File: config.mk
export PLATFORM = sky130hd
export DESIGN_NAME = pipeline_hazard_unit_flat
export DESIGN_NICKNAME = d
export VERILOG_FILES = /design/src/rtl/hazard_pkg.sv /design/src/rtl/pipeline_hazard_unit_if.sv /design/src/rtl/hazard_decode.sv /design/src/rtl/pipeline_hazard_unit.sv /design/src/flat_wrapper.sv
export SDC_FILE = /design/constraint.sdc
export NUM_CORES = 1
export LEC_CHECK = 0
export ABC_AREA = 1
export ABC_CLOCK_PERIOD_IN_PS = 6800
export CAP_MARGIN = 20
export CELL_PAD_IN_SITES_DETAIL_PLACEMENT = 2
export CELL_PAD_IN_SITES_GLOBAL_PLACEMENT = 2
export CORE_MARGIN = 5
export CORE_UTILIZATION = 31
export CTS_BUF_LIST = sky130_fd_sc_hd__clkbuf_2
export DETAILED_ROUTE_END_ITERATION = 10
export PLACE_DENSITY_LB_ADDON = 0.1
export SKIP_CTS_REPAIR_TIMING = 1
export SYNTH_ARGS = -nofsm -noshare
export SYNTH_HDL_FRONTEND = slang
export SYNTH_HIERARCHICAL = 1
export SYNTH_SLANG_ARGS = --single-unit
File: constraint.sdc
create_clock -name clk -period 6.8 [get_ports clk]
set_clock_uncertainty 0.15 [all_clocks]
set_input_delay 1.36 -clock clk [delete_from_list [all_inputs] [get_ports clk]]
set_output_delay 1.36 -clock clk [all_outputs]
set_load 0.005 [all_outputs]
File: src/rtl/hazard_pkg.sv
// Shared types and constants for the pipeline hazard unit: MIPS opcodes,
// the in-flight scoreboard entry, the decoded ID instruction, and the
// width helper for the forwarding-select outputs.
package hazard_pkg;

  // MIPS register fields are always 5 bits in the instruction word; the
  // unit compares only the low REG_AW bits of them.
  localparam int REG_FIELD_W = 5;

  localparam logic [5:0] OP_RTYPE = 6'b000000;
  localparam logic [5:0] OP_LW    = 6'b100011;
  localparam logic [5:0] OP_SW    = 6'b101011;
  localparam logic [5:0] OP_J     = 6'b000010;
  localparam logic [5:0] OP_BEQ   = 6'b000100;
  localparam logic [5:0] OP_BNE   = 6'b000101;

  // One tracked in-flight instruction (EX..WB). we=0 marks a bubble.
  typedef struct packed {
    logic                   we;
    logic [REG_FIELD_W-1:0] dst;
    logic                   is_load;
  } sb_entry_t;

  // What the ID-stage instruction reads and writes.
  typedef struct packed {
    logic                   use_rs;
    logic                   use_rt;
    logic [REG_FIELD_W-1:0] rs;
    logic [REG_FIELD_W-1:0] rt;
    logic                   we;
    logic [REG_FIELD_W-1:0] dst;
    logic                   is_load;
  } dec_t;

  // Select code 0 = register file, k = scoreboard entry k-1.
  function automatic int fwd_sel_w(input int depth);
    return $clog2(depth + 1);
  endfunction

endpackage

File: src/rtl/pipeline_hazard_unit_if.sv
// ID-stage side of the hazard unit: the instruction under decode plus the
// freeze/squash controls in, and the stall / forwarding decisions out.
//
// Contract: there is no valid/ready pair here. Every cycle the ID stage
// presents id_ir (all-zero = bubble); the unit answers in the same cycle.
// stall=1 means "this ID instruction is not accepted": the ID stage must
// hold PC and IF/ID and present the same id_ir again next cycle, while EX
// receives a bubble. stall=0 means the instruction is accepted on the next
// clock edge with the operand sources named by fwd_a_sel / fwd_b_sel.
interface pipeline_hazard_unit_if
  import hazard_pkg::*;
#(
  parameter int DEPTH = 3,
  parameter int CNT_W = 16
) ();

  localparam int SEL_W = fwd_sel_w(DEPTH);

  logic [31:0]      id_ir;
  logic             hold_ext;
  logic             flush;
  logic             stall;
  logic [SEL_W-1:0] fwd_a_sel;
  logic [SEL_W-1:0] fwd_b_sel;
  logic [CNT_W-1:0] stall_cycles;

  modport master (
    output id_ir, hold_ext, flush,
    input  stall, fwd_a_sel, fwd_b_sel, stall_cycles
  );

  modport slave (
    input  id_ir, hold_ext, flush,
    output stall, fwd_a_sel, fwd_b_sel, stall_cycles
  );

endinterface

File: src/rtl/hazard_decode.sv
// Combinational decode of a MIPS instruction word into its register
// reads/writes. Writes to $0 and the all-zero bubble write nothing.
module hazard_decode
  import hazard_pkg::*;
(
  input  logic [31:0] ir,
  output dec_t        dec
);

  logic [5:0] op;
  logic       unused_ir_bits;

  assign op             = ir[31:26];
  assign unused_ir_bits = ^ir[10:0];

  // Opcode classes decide which source fields are read and which field is written.
  always_comb begin
    dec    = '0;
    dec.rs = ir[25:21];
    dec.rt = ir[20:16];
    if (ir != 32'b0) begin
      case (op)
        OP_RTYPE: begin
          dec.use_rs = 1'b1;
          dec.use_rt = 1'b1;
          dec.we     = 1'b1;
          dec.dst    = ir[15:11];
        end
        OP_LW: begin
          dec.use_rs  = 1'b1;
          dec.we      = 1'b1;
          dec.dst     = ir[20:16];
          dec.is_load = 1'b1;
        end
        OP_SW, OP_BEQ, OP_BNE: begin
          dec.use_rs = 1'b1;
          dec.use_rt = 1'b1;
        end
        OP_J: begin
          dec.use_rs = 1'b0;
        end
        default: begin
          dec.use_rs = 1'b1;
          dec.we     = 1'b1;
          dec.dst    = ir[20:16];
        end
      endcase
      if (dec.dst == '0) begin
        dec.we = 1'b0;
      end
    end
  end

endmodule

File: src/rtl/pipeline_hazard_unit.sv
// Hazard detection and forwarding control beside the ID stage. Keeps a
// shift-register scoreboard of in-flight destinations (entry 0 = EX,
// entry DEPTH-1 = WB), matches the ID sources against it youngest-first,
// and either stalls or names the stage to forward from.
module pipeline_hazard_unit
  import hazard_pkg::*;
#(
  parameter int REG_AW   = 5,
  parameter int DEPTH    = 3,
  parameter int FWD_EN   = 1,
  parameter int LOAD_LAT = 1,
  parameter int CNT_W    = 16
) (
  input logic                   clk,
  input logic                   rst_n,
  pipeline_hazard_unit_if.slave bus
);

  localparam int SEL_W = fwd_sel_w(DEPTH);

  dec_t                  id_dec;
  sb_entry_t [DEPTH-1:0] sb;
  sb_entry_t             new_entry;
  logic                  hazard_a;
  logic                  hazard_b;
  logic                  hazard;
  logic [SEL_W-1:0]      sel_a_raw;
  logic [SEL_W-1:0]      sel_b_raw;
  logic [CNT_W-1:0]      cnt;

  hazard_decode u_decode (
    .ir  (bus.id_ir),
    .dec (id_dec)
  );

  // Youngest matching producer wins. A load still inside its first
  // LOAD_LAT entries has no data to forward yet, so it forces a stall.
  function automatic void lookup(
    input  sb_entry_t [DEPTH-1:0] ent,
    input  logic                  use_src,
    input  logic [REG_FIELD_W-1:0] src,
    output logic                  haz,
    output logic [SEL_W-1:0]      sel
  );
    logic hit;
    logic load;
    int   idx;
    hit  = 1'b0;
    load = 1'b0;
    idx  = 0;
    for (int k = DEPTH - 1; k >= 0; k--) begin
      if (use_src && ent[k].we && (ent[k].dst[REG_AW-1:0] == src[REG_AW-1:0])) begin
        hit  = 1'b1;
        load = ent[k].is_load;
        idx  = k;
      end
    end
    haz = 1'b0;
    sel = '0;
    if (hit) begin
      if (FWD_EN == 0) begin
        haz = 1'b1;
      end else if (load && (idx < LOAD_LAT)) begin
        haz = 1'b1;
      end else begin
        sel = SEL_W'(idx + 1);
      end
    end
  endfunction

  // Per-source match against the registered scoreboard.
  always_comb begin
    lookup(sb, id_dec.use_rs, id_dec.rs, hazard_a, sel_a_raw);
    lookup(sb, id_dec.use_rt, id_dec.rt, hazard_b, sel_b_raw);
  end

  assign hazard = hazard_a | hazard_b;

  // Outputs: a flushed instruction never stalls; no forwarding is named
  // for an instruction that is not issuing this cycle.
  assign bus.stall        = bus.hold_ext | (hazard & ~bus.flush);
  assign bus.fwd_a_sel    = (hazard | bus.flush) ? '0 : sel_a_raw;
  assign bus.fwd_b_sel    = (hazard | bus.flush) ? '0 : sel_b_raw;
  assign bus.stall_cycles = cnt;

  // Entry that enters EX: a bubble when stalled or squashed.
  always_comb begin
    new_entry = '0;
    if (!hazard && !bus.flush) begin
      new_entry.we      = id_dec.we;
      new_entry.dst     = id_dec.dst;
      new_entry.is_load = id_dec.is_load;
    end
  end

  // Scoreboard advances one stage per cycle unless the pipeline is frozen.
  always_ff @(posedge clk or negedge rst_n) begin
    if (!rst_n) begin
      sb <= '0;
    end else if (!bus.hold_ext) begin
      for (int i = DEPTH - 1; i > 0; i--) begin
        sb[i] <= sb[i-1];
      end
      sb[0] <= new_entry;
    end
  end

  // Saturating count of cycles lost to genuine hazards.
  always_ff @(posedge clk or negedge rst_n) begin
    if (!rst_n) begin
      cnt <= '0;
    end else if (hazard && !bus.flush && !bus.hold_ext && (cnt != '1)) begin
      cnt <= cnt + 1'b1;
    end
  end

endmodule

File: src/flat_wrapper.sv
// flat-port wrapper written by rule: the top's interface ports become plain ports
module pipeline_hazard_unit_flat import hazard_pkg::*;
#(
  parameter int REG_AW   = 5,
  parameter int DEPTH    = 3,
  parameter int FWD_EN   = 1,
  parameter int LOAD_LAT = 1,
  parameter int CNT_W    = 16
)
  (clk, rst_n, bus_id_ir, bus_hold_ext, bus_flush, bus_stall, bus_fwd_a_sel, bus_fwd_b_sel, bus_stall_cycles);
  pipeline_hazard_unit_if #(.DEPTH(DEPTH), .CNT_W(CNT_W)) bus_i ();
  input logic clk;
  input logic rst_n;
  input wire logic [$bits(bus_i.id_ir)-1:0] bus_id_ir;
  input wire logic [$bits(bus_i.hold_ext)-1:0] bus_hold_ext;
  input wire logic [$bits(bus_i.flush)-1:0] bus_flush;
  output wire logic [$bits(bus_i.stall)-1:0] bus_stall;
  output wire logic [$bits(bus_i.fwd_a_sel)-1:0] bus_fwd_a_sel;
  output wire logic [$bits(bus_i.fwd_b_sel)-1:0] bus_fwd_b_sel;
  output wire logic [$bits(bus_i.stall_cycles)-1:0] bus_stall_cycles;
  assign bus_i.id_ir = bus_id_ir;
  assign bus_i.hold_ext = bus_hold_ext;
  assign bus_i.flush = bus_flush;
  assign bus_stall = bus_i.stall;
  assign bus_fwd_a_sel = bus_i.fwd_a_sel;
  assign bus_fwd_b_sel = bus_i.fwd_b_sel;
  assign bus_stall_cycles = bus_i.stall_cycles;
  pipeline_hazard_unit #(.REG_AW(REG_AW), .DEPTH(DEPTH), .FWD_EN(FWD_EN), .LOAD_LAT(LOAD_LAT), .CNT_W(CNT_W)) u_core (.clk(clk), .rst_n(rst_n), .bus(bus_i));
endmodule
==> results.json, run 1 <==
{
  "status": "finished, final reports clean",
  "crit_path_end_kind": "output pin",
  "gp_congestion": 0.8776,
  "fmax_mhz": 154.3,
  "overflow": 0,
  "areaGrowthSynthToFinish_pct": 22.15,
  "stdcell_count": 648,
  "tightest_slew_ps": 957.8,
  "fin_area_um2": 3602,
  "clock_sink_count": 37,
  "synth_area_um2": 2949,
  "htree_levels": 2,
  "syn-num-nets": 510,
  "fin_setup_tns_ps": 0,
  "place_ws_ps": 365.6,
  "grt_max_degree": 38,
  "p_per_area_nw_per_um2": 132.5,
  "synth_fa_ha_area_share_pct": 1.273,
  "synth-seq-cells": 37,
  "cpPeakStageDelay_ps": 550,
  "p_int_uw": 300.8,
  "vias_per_cell": 4.838,
  "dp.cells": 640,
  "seq_power_share_pct": 51.6,
  "synth-edff-count": 0,
  "finalSetupViolCount": 0,
  "drc": 0,
  "n_antenna_cell": 0,
  "maxCapViolCount": 0,
  "critical_path_arrival_ps": 4970,
  "die-height_um": 107.5,
  "rsz0062_at_grt": "no",
  "grt_use_total_pct": 19.24,
  "layout_commonest_cell": "nand2_1",
  "crit_slowest_cell": "clkdlybuf4s50_1",
  "synth_top_family_by_area": "simple AND/OR/NAND/NOR gates",
  "nNetsFinal": 557,
  "power.leakage_uw": 0.001797,
  "sw_frac_of_total_pct": 36.98,
  "cts_root_buf": "clkbuf_2",
  "report.final.slew_viol_count": 0,
  "grt_pass1_vias": 3472,
  "cts_tree": "built",
  "clock_latency_ps": 410,
  "comb_power_share_pct": 25.2,
  "synth-main-ff-cell": "dfrtp_1",
  "postSynthAreaPerCell_um2": 6.261,
  "synth-simple-area-share_pct": 46.80,
  "synth-xor-area-share_pct": 3.267,
  "synth_mux_area_share_pct": 0,
  "mostFrequentLayoutCells": "187 x nand2_1, 55 x clkdlybuf4s50_1, 55 x inv_1",
  "critPathKind": "in2out",
  "min_period_over_period_pct": 95.29,
  "synth_compound_area_share_pct": 5.049,
  "grt_pass1_wl_um": 17600,
  "fin_util_pct": 38.98,
  "hpwl_um": 8536,
  "placed_cell_area_um2": 3561,
  "coreArea_um2": 9240,
  "p_clk_share_pct": 23.2,
  "ys_types": 33,
  "initialDrtViolationCount": 72,
  "ios": 57,
  "ant_nets": 0,
  "die_area_um2": 11560,
  "synth_sequential_area_ratio_pct": 31.40,
  "clk_pin_slew_ps": 210,
  "cp.required_ps": 5290,
  "io_buffers": 56,
  "antenna_found_initial": 0,
  "rows": 35,
  "start_util_pct": 31.92,
  "vdd_drop_max_v": 0.00007509,
  "setup_ws_ps": 320.6,
  "min_path_type": "reg2reg",
  "die_width_um": 107.5,
  "wl_um": 10590,
  "cp_max_fo": 9,
  "slew_headroom_pct": 35.95,
  "yosysWarnings": 6,
  "dr.pass1.iters": 4,
  "syn_inst": 471,
  "fin_crit_ps": 6479,
  "fill_cells": 1159,
  "cp-start-kind": "primary input",
  "p_switching_uw": 176.5,
  "layout-drive-gt1-share_pct": 8.092,
  "via_count": 3135,
  "wl_per_cell_um": 16.35,
  "synthArstFlopShare_pct": 100.0,
  "crit_chain": "clkdlybuf4s50_1 -> nor4_1 -> nand3_1 -> nor3_2 -> nor2_1 -> nand2_1 -> inv_1 -> nand2_1 -> nor2_1 -> nand3_1 -> nand2_1 -> inv_1 -> nand3_1 -> ha_1 -> inv_1 -> o21bai_2 -> nand3_1 -> clkinv_1 -> nand2_1 -> nor2_1 -> clkdlybuf4s50_1",
  "cts_buffers": 5,
  "cts_buffer_depth": 2,
  "finalHoldViolCount": 0
}
[cell type report]
class / count / area (µm²) / area share, %
well taps: 129 / 161.4 / 4.481
flip-flops and latches: 37 / 925.9 / 25.70
repair buffers: 57 / 563.0 / 15.63
clock inverters: 3 / 16.27 / 0.4515
clock buffers: 5 / 25.02 / 0.6947
inverters: 66 / 247.7 / 6.877
multi-input cells: 351 / 1663 / 46.16
[stage by stage]
| stage | hold WS, ps | total power [µW] |
|---|---|---|
| floorplan | 318.0 | 313.3 |
| CTS | 433.1 | 484.7 |
| finish | 422.0 | 477.3 |
| global placement | 373.6 | 366.2 |
| global route | 458.9 | 509.7 |
| detailed placement | 385.3 | 371.3 |
[critical path, delay by kind of cell]
kind | cells | cell delay, ps
AND/OR/NAND/NOR | 13 | 1830
adder cells (fa/ha/maj) | 1 | 210
buffers and inverters | 6 | 1420
AO/OA/AOI/OAI | 1 | 150
[state kept, by name, summed over array words and instances, names as in the netlist]
register / flops
u_core/bus.stall_cycles: 16
u_core/sb: 21
[power by group through the flow]
stage | registers [µW] | logic, µW | clock network (µW)
finish | 246 | 120 | 111
global placement | 250 | 116 | 0
detailed placement | 250 | 121 | 0
floorplan | 245 | 68.5 | 0
global route | 248 | 135 | 126
CTS | 246 | 122 | 117
[cells in the mapped netlist, types with 6 or more instances]
master | n | area [µm²]
nand4_1 | 8 | 50.05
nand2_1 | 187 | 701.9
nor2_1 | 41 | 153.9
inv_1 | 55 | 206.5
nand3_1 | 35 | 175.2
nand2_2 | 6 | 37.54
o21ai_0 | 20 | 100.1
nor4_1 | 7 | 43.79
xor2_1 | 7 | 61.31
dfrtp_1 | 37 | 925.9
buf_4 | 10 | 75.07
nor2_2 | 6 | 37.54
nor3_1 | 7 | 35.03
inv_2 | 10 | 37.54
[metal layers]
metal  global-route usage, %  wire length (µm)
met4                   3.336                93
met5                       0                 0
met2                   33.17              5059
met1                   25.82              5164
met3                   2.759               276
[worst paths after layout]
check	start	to	slack, ps	cells after the start
max	bus_id_ir[16]	bus_fwd_a_sel[1]	320	21
min	u_core/sb[20]	u_core/sb[20]	420	2
max reg2reg	u_core/sb[5]	u_core/sb[5]	4000	14
min reg2reg	u_core/sb[20]	u_core/sb[20]	420	2
max in group asynchronous	rst_n	u_core/sb[7]	5010	1
min in group asynchronous	rst_n	u_core/bus.stall_cycles[5]	900	1
[cells by family (layout without fill, tap and decap cells)]
| logic type | after synthesis | after routing |
|---|---|---|
| compound gates | 27 | 27 |
| xor+xnor | 11 | 11 |
| fa+ha+maj | 3 | 3 |
| buf+inv | 83 | 131 |
| flops | 37 | 37 |
| simple gates | 310 | 310 |
Power figures use the tool's default switching activity.
==> run 2, diff against run 1 <==
SKIP_LAST_GASP = 1   (was not set)
==> results of run 2 <==
Final layout, timing and power as in run 1 (identical DEF).
